===== src/rtl/bcd_pkg.sv =====
// Shared definitions for the BCD-to-binary converter.
package bcd_pkg;

  // Default operand size: seven BCD digits (0..9999999) into 24 bits
  localparam int DEF_NDIG  = 7;
  localparam int DEF_BIN_W = 24;
  localparam int CNT_W     = $clog2(DEF_BIN_W);

  typedef enum logic [1:0] {
    IDLE  = 2'd0,
    SHIFT = 2'd1,
    DONE  = 2'd2
  } state_t;

  // 1 for a legal decimal digit (0..9)
  function automatic logic is_bcd_digit(input logic [3:0] d);
    return (d <= 4'd9);
  endfunction

endpackage


===== src/rtl/bcd_digit_sub3.sv =====
// One digit of the reverse double-dabble adjust: digits that landed at 8 or
// above after the right shift had a 10 folded in as 16, so take 3 back off.
module bcd_digit_sub3 (
  input  logic [3:0] din,
  output logic [3:0] dout
);

  assign dout = (din >= 4'd8) ? (din - 4'd3) : din;

endmodule


===== src/rtl/bcd_to_binary.sv =====
// Multi-cycle packed-BCD to unsigned binary converter (reverse double-dabble).
// One bit per clock is shifted out of the BCD register into the binary
// register; each digit is then corrected by the per-digit subtract-3 units.
module bcd_to_binary
  import bcd_pkg::*;
#(
  parameter int NDIG  = DEF_NDIG,
  parameter int BIN_W = DEF_BIN_W
) (
  input  logic              clk,
  input  logic              rst_n,
  input  logic              start,
  input  logic [4*NDIG-1:0] bcd_in,
  output logic              ready,
  output logic              busy,
  output logic              done,
  output logic              err,
  output logic [BIN_W-1:0]  bin_out
);

  localparam int BCD_W = 4 * NDIG;
  localparam int CW    = $clog2(BIN_W);
  localparam logic [CW-1:0] LAST = CW'(BIN_W - 1);

  state_t           state;
  logic [BCD_W-1:0] bcd_sr;
  logic [BIN_W-1:0] bin_sr;
  logic [CW-1:0]    cnt;

  logic [BCD_W-1:0] sh_bcd;
  logic [BCD_W-1:0] adj_bcd;
  logic [BIN_W-1:0] sh_bin;
  logic             bad;

  // One step of the joint right shift: BCD LSB drops into binary MSB.
  // The bit leaving bin_sr is always zero within BIN_W steps.
  assign sh_bcd = bcd_sr >> 1;
  assign sh_bin = BIN_W'({bcd_sr[0], bin_sr} >> 1);

  for (genvar g = 0; g < NDIG; g++) begin : g_dig
    bcd_digit_sub3 u_sub3 (
      .din  (sh_bcd[4*g +: 4]),
      .dout (adj_bcd[4*g +: 4])
    );
  end

  // Flag an operand containing any digit above 9
  always_comb begin
    bad = 1'b0;
    for (int k = 0; k < NDIG; k++) begin
      if (!is_bcd_digit(bcd_in[4*k +: 4])) bad = 1'b1;
    end
  end

  assign ready = (state == IDLE);
  assign busy  = (state == SHIFT);

  // Control FSM, step counter, shift registers and held results
  always_ff @(posedge clk or negedge rst_n) begin
    if (!rst_n) begin
      state   <= IDLE;
      bcd_sr  <= '0;
      bin_sr  <= '0;
      cnt     <= '0;
      done    <= 1'b0;
      err     <= 1'b0;
      bin_out <= '0;
    end else begin
      case (state)
        IDLE: begin
          if (start) begin
            bcd_sr <= bcd_in;
            bin_sr <= '0;
            cnt    <= '0;
            if (bad) begin
              err     <= 1'b1;
              bin_out <= '0;
              done    <= 1'b1;
              state   <= DONE;
            end else begin
              err   <= 1'b0;
              state <= SHIFT;
            end
          end
        end
        SHIFT: begin
          bcd_sr <= adj_bcd;
          bin_sr <= sh_bin;
          cnt    <= cnt + 1'b1;
          if (cnt == LAST) begin
            bin_out <= sh_bin;
            done    <= 1'b1;
            state   <= DONE;
          end
        end
        DONE: begin
          done  <= 1'b0;
          state <= IDLE;
        end
        default: state <= IDLE;
      endcase
    end
  end

endmodule


===== config.mk =====
export PLATFORM = sky130hd
export DESIGN_NAME = bcd_to_binary
export DESIGN_NICKNAME = d
export VERILOG_FILES = /design/src/rtl/bcd_pkg.sv /design/src/rtl/bcd_digit_sub3.sv /design/src/rtl/bcd_to_binary.sv
export SDC_FILE = /design/constraint.sdc
export NUM_CORES = 1
export LEC_CHECK = 0
export ABC_AREA = 1
export BUFFER_PORTS_ARGS = -buffer_cell sky130_fd_sc_hd__buf_2
export CORE_ASPECT_RATIO = 2
export CORE_MARGIN = 3
export CORE_UTILIZATION = 25
export CTS_CLUSTER_DIAMETER = 50
export DETAILED_ROUTE_END_ITERATION = 12
export HOLD_SLACK_MARGIN = 0.08
export SYNTH_ARGS = -nofsm -noshare
export SYNTH_HDL_FRONTEND = slang
export SYNTH_HIERARCHICAL = 1
export SYNTH_SLANG_ARGS = --single-unit
export TNS_END_PERCENT = 20

===== constraint.sdc =====
create_clock -name clk -period 1.9 [get_ports clk]
set_input_delay 0.095 -clock clk [delete_from_list [all_inputs] [get_ports clk]]
set_output_delay 0.095 -clock clk [all_outputs]
set_load 0.01 [all_outputs]

==> flow_summary_export.csv <==
group,metric,value,unit
worst_setup_path,max_stage_delay,0.53,ns
yosys,synthArstFlopShare,100.0,%
yosys,netlist_area,4239,um2
grt,track_usage,12.15,%
worst_setup_path,cp.required,2.17,ns
route,routed_wl,10.67,mm
final_layout,antennaDiodeCount,0,
route,viasPerCell,4.425,
yosys,synth_simple_gate_area_share,22.90,%
grt,grt_pass1_vias,3640,
timing,rsz0062_at_grt,"no",
grt,grt_pass1_wl,18.03,mm
timing,final_hold_viol_count,0,
clock_tree,cts.sinks,84,
final_layout,fin_nets,635,
yosys,synth.distinct_cells,24,
job,max_cap_violations,0,
min_path,hold_class,"in -> reg",
status,outcome,"finished, final reports clean",
timing,tns,0,ns
yosys,ys_ff_latch,84,
route,dr.pass1.iters,4,
power,vdd_ir_drop_max,0.6099,mV
floorplan,initial_utilization,25.80,%
final_layout,final_cell_mix,"nand2_1, dfrtp_1, inv_1, nor2_1, buf_2",
placed_design,gp_congestion,0.7917,
floorplan,io_pins,59,
route,drt_iter0_markers,102,
power,p_leak,2.703,nW
yosys,syn_area_per_cell,8.279,um2
worst_setup_path,r2r.worst_path.cells,9,
timing,drv_slew,0,
final_layout,drive_above_1_share,16.02,%
timing,finalSetupViolCount,0,
timing,clock_skew,0.006937,ns
clock_tree,clockBufferDepth,2,
placed_design,hpwl,7.713,mm
worst_setup_path,slowest_stage,"dlygate4sd3_1",
worst_setup_path,cp-start-kind,"input port",
route,wl_per_cell,13.39,um
floorplan,core_area,16430,um2
timing,layout_min_cycle_time,1.573,ns
yosys,synth_top_cell_by_area,"dfrtp_1",
yosys,synth_fa_ha_area_share,4.427,%
final_layout,area_delta_synth_final,24.41,%
worst_setup_path,cpMostUsedCell,"nand2_1",
worst_setup_path,rrSetupSlack,0.41,ns
yosys,synthFlopType,"dfrtp_1",
worst_setup_path,crit_path_end,"bin_out[14]$_DFFE_PN0P_",
timing,slew_headroom,51.17,%
grt,overflow,0,
timing,fmax,635.9,MHz
route,drc_errors,0,
worst_setup_path,crit_type,"in -> reg",
final_layout,fillers,1734,
grt,met2_usage,22.14,%
worst_setup_path,rr_startpoint,"cnt[0]$_DFFE_PN0P_",
grt,antenna_found_initial,0,
yosys,synth_top_family_by_area,"simple AND/OR/NAND/NOR gates",
floorplan,die-area,18650,um2
clock_tree,cts_tree,"built",
clock_tree,cts_resized,0,
worst_setup_path,crit_path_end_kind,"register",
route,vias,3527,
floorplan,die_y,190.2,um
placed_design,port_buffers,58,
floorplan,rows,66,
route,drtAntennaViolNets,0,
grt,grt_use_met1,13.24,%
grt,grt_max_degree,42,
worst_setup_path,path_cells,"dlygate4sd3_1 -> buf_2 -> o21ai_0 -> nand2_1 -> nor2_1 -> nand3_1 -> nand2_2 -> buf_12 -> nand2_1 -> nand2_1",
final_layout,utilization,32.09,%
final_layout,final_common_cell,"nand2_1",
power,p_total,6.339,mW
yosys,synth_top_area_share,49.59,%
timing,worst_hold_slack,0.08701,ns
clock_tree,cts_buffers,9,
timing,worst_pin_slew,0.7316,ns
power,powerDensity,1202,nW/um2
floorplan,dieWidth,98.08,um
clock_tree,clkTransAtPathRegs,0.06,ns
yosys,synth_compound_area_share,12.57,%
grt,top_usage_layer,"met2",
worst_setup_path,reg2reg_to,"bin_out[14]$_DFFE_PN0P_",
yosys,synth_xor_area_share,1.446,%
grt,met3_usage,1.725,%
clock_tree,cts_max_level,3,
worst_setup_path,crit_fanout,26,
yosys,synth_seq_area_share,49.59,%
clock_tree,postCtsSetupBuffers,0,
worst_setup_path,crit_arrival,1.85,ns
timing,finalCritPeriodShare,82.77,%
clock_tree,worstSkewPairLatency,0.34,ns
yosys,yosys_warnings,6,
yosys,syn_inst,512,
yosys,synthTopCellsByArea,"dfrtp_1, nand2_1, inv_1",
yosys,synth_edf_count,0,
yosys,synth_mux_area_share,0,%
clock_tree,cts-root-buf,"clkbuf_16",
worst_setup_path,startpoint,"bcd_in[18]",
[repair_timing]
item	in CTS	in global routing
hold buffers	16	0
setup endpoints to repair	0	0
endpoints found under the hold margin	99	0
[worst max-delay path, delay by kind of cell]
| family | cells | cell delay (ns) |
|---|---|---|
| buffers and inverters | 3 | 0.82 |
| and+or+nand+nor | 6 | 0.57 |
| AOI/OAI and AO/OA | 1 | 0.34 |
[per-stage QoR]
step	cells	area (um2)	setup slack [ns]
after floorplan	517	4258	0.4367
after detailed placement	766	4798	0.4066
final	797	5274	0.3273
after global placement	766	4798	0.4139
after CTS	797	5274	0.2752
after global routing	797	5274	0.1647
[sequential cells by signal, indices dropped and copies added (netlist names)]
register,cells
bin_sr,23
cnt,5
state,2
bcd_sr,28
err,1
bin_out,24
done,1
[synth_stat cells, drive strengths merged, types with 2 or more instances]
cell type,instances
buf,18
a21boi,7
xor2,7
o22ai,21
a21oi,2
nand4,24
inv,66
clkbuf,8
o31ai,29
dfrtp,84
nor2,65
nand3,11
nand2,129
o21ai,21
ha,15
[layout make-up]
| cell class | count | area [um2] | area share (%) |
|---|---|---|---|
| multi-input combinational | 341 | 1778 | 33.71 |
| sequential | 84 | 2102 | 39.86 |
| tap | 204 | 255.2 | 4.840 |
| clock inverter | 6 | 90.09 | 1.708 |
| clock buffer | 9 | 225.2 | 4.270 |
| timing repair buffer | 87 | 575.6 | 10.91 |
| inverter | 66 | 247.7 | 4.698 |
[layer usage]
layer  vias up  share of wire (%)
li1       1808                  -
met1      1659                 40
met2        45                 54
met3        15                2.5
met4         0                3.5
met5         -                  0
[worst min-delay path by stage]
stage | from | to | slack, ns | cells past startpoint
floorplan | rst_n | bcd_sr[0]$_DFFE_PN0P_ | -0.20 | 0
global placement | rst_n | bin_out[15]$_DFFE_PN0P_ | 0.03 | 1
detailed placement | rst_n | bin_out[14]$_DFFE_PN0P_ | 0.03 | 1
CTS | bcd_in[16] | bcd_sr[16]$_DFFE_PN0P_ | 0.08 | 3
global route | bcd_in[13] | bcd_sr[13]$_DFFE_PN0P_ | 0.11 | 3
finish | bcd_in[13] | bcd_sr[13]$_DFFE_PN0P_ | 0.09 | 3
[logic make-up (layout without fill, tap and decap cells)]
kind of cell / after synthesis / after routing
fa+ha+maj: 15 / 15
flops: 84 / 84
xor+xnor: 7 / 7
simple gates: 231 / 231
other cells: 1 / 6
buf+inv: 92 / 168
compound gates: 82 / 82
[where the power goes]
group          internal (mW)  total [mW]  switching (mW)
registers               2.12        2.53           0.406
logic                  0.758        1.95            1.19
clock network           1.15        1.86           0.715
(Power assumes the default switching activity.)
